===== src/rtl/seq_pattern_tx_pkg.sv =====
// Shared definitions for the serial pattern transmitter: FSM state encoding,
// which matches the 2-bit y code the sequence detector also uses.
package seq_pattern_tx_pkg;

  typedef enum logic [1:0] {
    ST_IDLE = 2'b00,
    ST_SEND = 2'b01,
    ST_GAP  = 2'b10,
    ST_DONE = 2'b11
  } tx_state_e;

endpackage


===== src/rtl/piso_shift.sv =====
// Parallel-load, MSB-first shift register with asynchronous active-low clear.
// Load takes priority over shift.
module piso_shift #(
  parameter int unsigned W = 8
) (
  input  logic         clk,
  input  logic         clr_n,
  input  logic         load,
  input  logic         shift,
  input  logic [W-1:0] din,
  output logic         msb
);

  logic [W-1:0] sr;

  always_ff @(posedge clk or negedge clr_n) begin
    if (!clr_n) begin
      sr <= '0;
    end else if (load) begin
      sr <= din;
    end else if (shift) begin
      sr <= {sr[W-2:0], 1'b0};
    end
  end

  assign msb = sr[W-1];

endmodule


===== src/rtl/seq_pattern_tx.sv =====
// Serial pattern transmitter: accepts pattern/len/reps over valid/ready and
// shifts the pattern out MSB-first, with optional idle gaps between repeats.
module seq_pattern_tx
  import seq_pattern_tx_pkg::*;
#(
  parameter  int unsigned W     = 8,
  parameter  int unsigned REP_W = 4,
  parameter  int unsigned GAP   = 1,
  localparam int unsigned LW    = $clog2(W + 1)
) (
  input  logic             clk,
  input  logic             rst,
  input  logic             start_valid,
  output logic             start_ready,
  input  logic [W-1:0]     pattern,
  input  logic [LW-1:0]    len,
  input  logic [REP_W-1:0] reps,
  input  logic             abort,
  output logic             bit_out,
  output logic             bit_valid,
  output logic             done,
  output logic [1:0]       y
);

  localparam int unsigned     GW       = $clog2(GAP + 2);
  localparam logic [GW-1:0]   GAP_INIT = (GAP > 0) ? GW'(GAP - 1) : '0;

  tx_state_e        state, state_nx;
  logic [W-1:0]     pat_q, aligned_in, sr_din;
  logic [LW-1:0]    len_q, bit_cnt;
  logic [REP_W-1:0] rep_cnt;
  logic [GW-1:0]    gap_cnt;
  logic             take, last_bit, more_reps, reload;
  logic             sr_load, sr_shift, sr_msb;

  // Left-align so pattern[len-1] lands in the shift register MSB.
  assign aligned_in = pattern << (LW'(W) - len);
  assign take       = (state == ST_IDLE) && start_valid && !abort;
  assign last_bit   = (bit_cnt == LW'(1));
  assign more_reps  = (rep_cnt > REP_W'(1));

  always_ff @(posedge clk or negedge rst) begin
    if (!rst) begin
      state <= ST_IDLE;
    end else begin
      state <= state_nx;
    end
  end

  always_comb begin
    state_nx = state;
    reload   = 1'b0;
    unique case (state)
      ST_IDLE: begin
        if (take) state_nx = (len == '0) ? ST_DONE : ST_SEND;
      end
      ST_SEND: begin
        if (abort) begin
          state_nx = ST_IDLE;
        end else if (last_bit) begin
          if (!more_reps) begin
            state_nx = ST_DONE;
          end else if (GAP > 0) begin
            state_nx = ST_GAP;
          end else begin
            reload = 1'b1;
          end
        end
      end
      ST_GAP: begin
        if (abort) begin
          state_nx = ST_IDLE;
        end else if (gap_cnt == '0) begin
          state_nx = ST_SEND;
          reload   = 1'b1;
        end
      end
      ST_DONE: state_nx = ST_IDLE;
      default: state_nx = ST_IDLE;
    endcase
  end

  assign sr_load  = (take && (len != '0)) || reload;
  assign sr_din   = take ? aligned_in : pat_q;
  assign sr_shift = (state == ST_SEND) && !abort;

  piso_shift #(.W(W)) u_shift (
    .clk   (clk),
    .clr_n (rst),
    .load  (sr_load),
    .shift (sr_shift),
    .din   (sr_din),
    .msb   (sr_msb)
  );

  // Repeat count is consumed on each reload, whether back-to-back or after a gap.
  always_ff @(posedge clk or negedge rst) begin
    if (!rst) begin
      pat_q   <= '0;
      len_q   <= '0;
      bit_cnt <= '0;
      rep_cnt <= '0;
      gap_cnt <= '0;
    end else begin
      if (take) begin
        pat_q   <= aligned_in;
        len_q   <= len;
        bit_cnt <= len;
        rep_cnt <= (reps == '0) ? REP_W'(1) : reps;
      end else if (reload) begin
        bit_cnt <= len_q;
        rep_cnt <= rep_cnt - REP_W'(1);
      end else if (state == ST_SEND) begin
        bit_cnt <= bit_cnt - LW'(1);
      end

      if (state == ST_SEND) begin
        gap_cnt <= GAP_INIT;
      end else if ((state == ST_GAP) && (gap_cnt != '0)) begin
        gap_cnt <= gap_cnt - GW'(1);
      end
    end
  end

  always_comb begin
    y           = state;
    start_ready = (state == ST_IDLE);
    bit_valid   = (state == ST_SEND);
    bit_out     = (state == ST_SEND) && sr_msb;
    done        = (state == ST_DONE);
  end

endmodule

===== config.mk =====
export PLATFORM = sky130hd
export DESIGN_NAME = seq_pattern_tx
export DESIGN_NICKNAME = d
export VERILOG_FILES = /design/src/rtl/seq_pattern_tx_pkg.sv /design/src/rtl/piso_shift.sv /design/src/rtl/seq_pattern_tx.sv
export SDC_FILE = /design/constraint.sdc
export NUM_CORES = 1
export LEC_CHECK = 0
export CAP_MARGIN = 30
export CORE_AREA = 5 5 77 79
export DETAILED_ROUTE_END_ITERATION = 6
export DIE_AREA = 0 0 82 84
export GPL_TIMING_DRIVEN = 0
export PLACE_DENSITY_LB_ADDON = 0.12
export SLEW_MARGIN = 40
export SYNTH_ARGS = -nofsm -noshare
export SYNTH_HDL_FRONTEND = slang
export SYNTH_SLANG_ARGS = --single-unit
export TNS_END_PERCENT = 30

===== constraint.sdc =====
create_clock -name clk -period 4.22 [get_ports clk]
set_input_delay 1.055 -clock clk [delete_from_list [all_inputs] [get_ports clk]]
set_output_delay 1.055 -clock clk [all_outputs]
set_load 0.01 [all_outputs]

## Word-level counts from Yosys, hierarchy flattened

Cells that the tools add are included.
W data, S select, Z words.

- Magnitude comparators: 1
- $add $sub $neg: 4
- Mux-type cells: 22
- Reductions and logical operators: 19
- Shifts and indexed selects: 1
- Equality and inequality tests: 7

Operators by type and width:

| kind | number |
|---|---|
| $mux W4 | 6 |
| $mux W8 | 3 |
| $mux W2 | 8 |
| $logic_not A4 Y1 | 2 |
| $pmux W2 S4 | 1 |
| $reduce_bool A2 Y1 | 4 |
| $shl A8 B4 Y8 | 1 |
| $sub A4 B1 Y4 const B | 2 |
| $logic_and A1 B1 Y1 | 6 |
| $eq A2 B2 Y1 const B | 2 |
| $eq A4 B1 Y1 const B | 1 |
| $gt A4 B1 Y1 const B | 1 |
| $logic_not A2 Y1 | 2 |
| $mux W1 | 4 |
| $reduce_bool A4 Y1 | 1 |
| $sub A4 B4 Y4 const A | 1 |
| $ne A3 B2 Y1 const B | 1 |
| $ne A3 B3 Y1 const B | 1 |
| $reduce_and A3 Y1 | 1 |
| $reduce_bool A3 Y1 | 1 |
| $eq A2 B1 Y1 const B | 1 |
| $ne A2 B1 Y1 const B | 1 |
| $sub A2 B1 Y2 const B | 1 |
| $logic_not A1 Y1 | 1 |
| $logic_or A1 B1 Y1 | 1 |

- Output and inout bits: 6
- Flip-flop bits (word level): 32
- Input bits: 20
- Word-level logic and storage cells: 61

## Logic depth before layout (Yosys ltp)

- Depth in word-level cells: 6
- Depth in mapped cells: 9
- Gate-level depth less buffers: 6

## Cells and area by module

Synthesis repeated with hierarchy kept, for this count alone.

- Cell total of the unflattened synthesis: 205
- Area, all modules: 1919.3 um^2

By module, submodules not included:

| module | times used | area each (um^2) | cells each | seq. area each (um^2) |
|---|---|---|---|---|
| seq_pattern_tx | 1 | 1550.2 | 171 | 600.6 |
| piso_shift | 1 | 369.1 | 34 | 200.2 |

## Worst setup path before layout

Ideal clock, no wire load.

- Path type: input port to flip-flop
- From: in len[0]
- To: reg u_shift.sr[3]
- Setup time: 0.126 ns
- Arrival time: 2.951 ns
- Buffers on the path: 3
- Setup slack: 1.143 ns
- Cell stages on the path: 9
- Data required time: 4.094 ns
- Cell sequence: clkbuf_1 -> buf_2 -> inv_1 -> ha_1 -> clkbuf_1 -> inv_1 -> mux2i_1 -> a41o_1 -> a221o_1

- Word-level cells in the longest chain between the ends: 4
- Elaborated cells between the ends (all ways): 8
- Those cells by class: add/sub (1); shift (1); mux (2); reduce/logical (4)

RTL lines:

| item | RTL line | RTL |
|---|---|---|
| from (decl) | seq_pattern_tx.sv:16 | `input logic [LW-1:0] len,` |
| $sub A4 B4 Y4 | seq_pattern_tx.sv:37 | `assign aligned_in = pattern << (LW'(W) - len);` |
| $shl A8 B4 Y8 | seq_pattern_tx.sv:37 |  |
| $mux W8 | seq_pattern_tx.sv:84 | `assign sr_din = take ? aligned_in : pat_q;` |
| named net sr_din[3] | seq_pattern_tx.sv:29 | `logic [W-1:0] pat_q, aligned_in, sr_din;` |
| $mux W8 | piso_shift.sv:19 | `end else if (load) begin` |
| to (signal assigned) | piso_shift.sv:20 | `sr <= din;` |
| to (signal assigned) | piso_shift.sv:22 | `sr <= {sr[W-2:0], 1'b0};` |
| to (decl) | piso_shift.sv:14 | `logic [W-1:0] sr;` |

The timed path passes the listed nets, and every way through them passes these cells.
A chain may end at the register's enable or synchronous reset.

## Worst setup path in the final report

- From: reg state[1], in the netlist y[1]
- To: out bit_out

- Word-level cells in the longest chain between the ends: 2

RTL lines:

| item | RTL line | RTL |
|---|---|---|
| from (decl) | seq_pattern_tx.sv:28 | `tx_state_e state, state_nx;` |
| from (signal assigned) | seq_pattern_tx.sv:46 | `state <= state_nx;` |
| $eq A2 B1 Y1 | seq_pattern_tx.sv:129 | `bit_out = (state == ST_SEND) && sr_msb;` |
| $logic_and A1 B1 Y1 | seq_pattern_tx.sv:129 |  |
| to (decl) | seq_pattern_tx.sv:19 | `output logic bit_out,` |

Every way passes these cells.

==> results.cfg <==
[run_status]
status = finished clean

[synth]
postSynthRegisterBits = 32
synth_enable_flop_cells = 0
synth_simple_gate_area_frac = 0.205
synth_top_cell_area_share = 0.404
synth-main-ff-cell = sky130_fd_sc_hd__dfrtp_1
synthTopCellsByCount = sky130_fd_sc_hd__dfrtp_1 (32), sky130_fd_sc_hd__nand2_1 (29), sky130_fd_sc_hd__o21ai_0 (19)
synth-compound-area-share = 0.198
netlist.top_cell.by_area = sky130_fd_sc_hd__dfrtp_1
synth_most_common_cell = sky130_fd_sc_hd__dfrtp_1
ys_seq_area_frac = 0.404
synth_xor_xnor_area_share = 0.0221
synthesis.yosys.warnings = 0
synth_cell_types = 52
synthArstFlopShare = 1.00
synthesis.area_um2 = 1980
syn-instance-count = 222
synthesis.nets = 248
syn-mean-instance-area_um2 = 8.93
synth-adder-area-share = 0.0379
muxShareOfSynthArea = 0.0770
synth_top_family_by_area = simple AND/OR/NAND/NOR gates
ys_top_cells_by_area = sky130_fd_sc_hd__dfrtp_1 (40%), sky130_fd_sc_hd__mux2i_1 (6.6%), sky130_fd_sc_hd__nand2_1 (5.5%), sky130_fd_sc_hd__o21ai_0 (4.8%), sky130_fd_sc_hd__ha_1 (3.8%)

[placed_design]
placement.io_buffers = 23
gp_congestion = 0.794
numPlacedInstances = 318
pre_cts_ws_ns = 0.793
dp_hpwl_um = 3710

[global_routing]
maximum_number_of_pins_on_one_net_before_global_route_repair = 23
number_of_antenna_violations_at_the_first_check_in_global_routing = 0
grt_pass1_wl_um = 8290
globalRoute.totalOverflow = 0
groute.usage.overall = 0.157
grt_pass1_vias = 1688

[clocking]
clock_tree_from_tritoncts = yes
clock_tree.buffer_depth = 2
cts_post_setup_buffers_inserted = 0
cts_max_level = 2
ctsRootBufferMaster = sky130_fd_sc_hd__clkbuf_8
cts-hold-fix-buffers = 0
cts-resized-gates = 0
worst_setup_hold_path_clk_slew_ns = 0.07
clkLatencyLatePin_ns = 0.29
clock_sink_count = 32
cts_inserted_buffers = 5

[pwr]
total_switching_power_uw = 342
power.share.clock = 0.271
maximum_vdd_ir_drop_uv = 261
sw_frac_of_total = 0.319
power.internal_uw = 730
combPwrFrac = 0.301
static-leakage-power_nw = 1.04
power_frac_seq = 0.428
power-per-cell-area_nw_per_um2 = 438

[worst_setup_path]
timing.rr.start = gap_cnt[0]$_DFFE_PN0P_
endpoint_of_the_worst_slack_reg_to_reg_timing_path = u_shift.sr[3]$_DFFE_PN0P_
worstSetupStartpointType = flip-flop
critPathRequiredTime_ns = 3.16
startpoint = y[1]$_DFFE_PN0P_
critical_path.endpoint_type = output port
regToRegSetupSlack_ns = 2.00
worst-r2r-cell-count = 7
setup.worst_path.class = flip-flop to output port
worst-endpoint-arrival_ns = 2.18
crit_path_max_fanout = 10

[final_layout]
flow.area_growth_from_synthesis_pct = 23.3
final_util = 0.464
drive_gt1_frac = 0.0787
finish.cell_count_without_fillers = 326
antenna-diode-count = 0
finish.net_count = 279
num-fill-cells = 532

[route]
drtPass1Iterations = 4
drt-vias-per-instance = 5.31
detailedRoute.firstIterationViolations = 67
drt_drc_violations_left = 0
finalWirelength_um = 4940
num_vias = 1731
drt.antenna.violating_nets = 0
wl_per_cell_um = 15.2

[sta]
slew_margin_rel = 0.563
fin_setup_tns_ns = 0
final-max-slew-violation-count = 0
finalWorstSetupSlack_ns = 0.982
min_period_ns = 3.24
setup-violations-final = 0
timing.final.crit_share = 0.767
final-hold-violation-count = 0
grt_setup_unrepaired = no
worst_clock_skew_ns = 0.00852
worstMarginPinSlew_ns = 0.650
max_freq_mhz = 309

[die]
die_y_um = 84
rows = 27
dieWidth_um = 82
die-area_um2 = 6890
core_area_um2 = 5270
num_io_pins = 26
floorplan.initialDensity = 0.376

[min_path]
timing.hold.worst.class = flip-flop to flip-flop
hold_path_end = pat_q[0]$_DFF_PN0_
worst_hold_startpoint = pat_q[0]$_DFF_PN0_
hold_path_cell_cnt = 2

[job]
max_cap_viol_count = 0
==> cell usage in the layout (no fill, tap or decap), types with 6 or more instances in the layout <==
master                            count
sky130_fd_sc_hd__clkbuf_1             9
sky130_fd_sc_hd__nor3_1               8
sky130_fd_sc_hd__mux2i_1             13
sky130_fd_sc_hd__ha_1                 6
sky130_fd_sc_hd__a31oi_1              6
sky130_fd_sc_hd__inv_1               12
sky130_fd_sc_hd__o21ai_0             19
sky130_fd_sc_hd__dfrtp_1             32
sky130_fd_sc_hd__a21oi_1             10
sky130_fd_sc_hd__nor2_1              11
sky130_fd_sc_hd__nand2_1             29
sky130_fd_sc_hd__clkdlybuf4s50_1     22
==> how the worst max path moves through the flow <==
stage | endpoint | slack, ns | cells after the start
detailed placement | u_shift.sr[3]$_DFFE_PN0P_ | 0.79 | 9
CTS | bit_out | 0.95 | 5
global route | bit_out | 0.80 | 4
floorplan | u_shift.sr[3]$_DFFE_PN0P_ | 1.14 | 9
finish | bit_out | 0.98 | 5
global placement | u_shift.sr[3]$_DFFE_PN0P_ | 0.78 | 9
==> kinds of logic after synthesis <==
logic type      Yosys count
xor+xnor                  5
simple gates             79
flops                    32
mux                      15
buf+inv                  25
compound gates           60
fa+ha+maj                 6
==> critical path, stage by stage (launching register included) <==
cell	delay, ns
sky130_fd_sc_hd__dfrtp_1	0.40
sky130_fd_sc_hd__buf_6	0.15
sky130_fd_sc_hd__nor2b_1	0.15
sky130_fd_sc_hd__buf_1	0.44
sky130_fd_sc_hd__and2_1	0.22
sky130_fd_sc_hd__clkdlybuf4s50_1	0.54
==> registers in the layout, indices dropped and copies added (netlist names) <==
signal,cells
u_shift.sr,8
pat_q,8
len_q,4
y,2
rep_cnt,4
bit_cnt,4
gap_cnt,2
==> per-stage QoR <==
stage          power, mW  cell area, um2  hold slack [ns]
3_3_place_gp       0.781            2300            0.458
6_report            1.07            2440            0.475
2_1_floorplan      0.678            1980            0.432
3_5_place_dp       0.789            2330            0.465
4_1_cts             1.09            2440            0.483
5_1_grt             1.16            2440            0.506
==> metal layers <==
layer,GRT usage,wire (um),vias to the layer above
met5,0,0,-
met4,0.0529,85,0
met3,0.0302,248,9
met2,0.237,2190,39
met1,0.221,2420,816
li1,-,-,867
==> power groups by stage <==
stage               clock network [mW]  registers [mW]  logic (mW)
floorplan                            0           0.449       0.229
global placement                     0           0.461       0.320
detailed placement                   0           0.464       0.325
CTS                              0.303           0.458       0.327
global route                     0.315           0.471       0.371
finish                           0.290           0.458       0.323
==> area by class of cell <==
cell class                 count  area (um2)  area share
buffer                        13        66.3      0.0271
clock buffer                   6        72.6      0.0297
clock inverter                 2        35.0      0.0143
inverter                      12        45.0      0.0184
multi-input combinational    165        1080       0.443
sequential                    32         801       0.328
tap                           72        90.1      0.0368
timing repair buffer          24         253       0.103
Note: power is estimated with default switching activity, not from simulation.
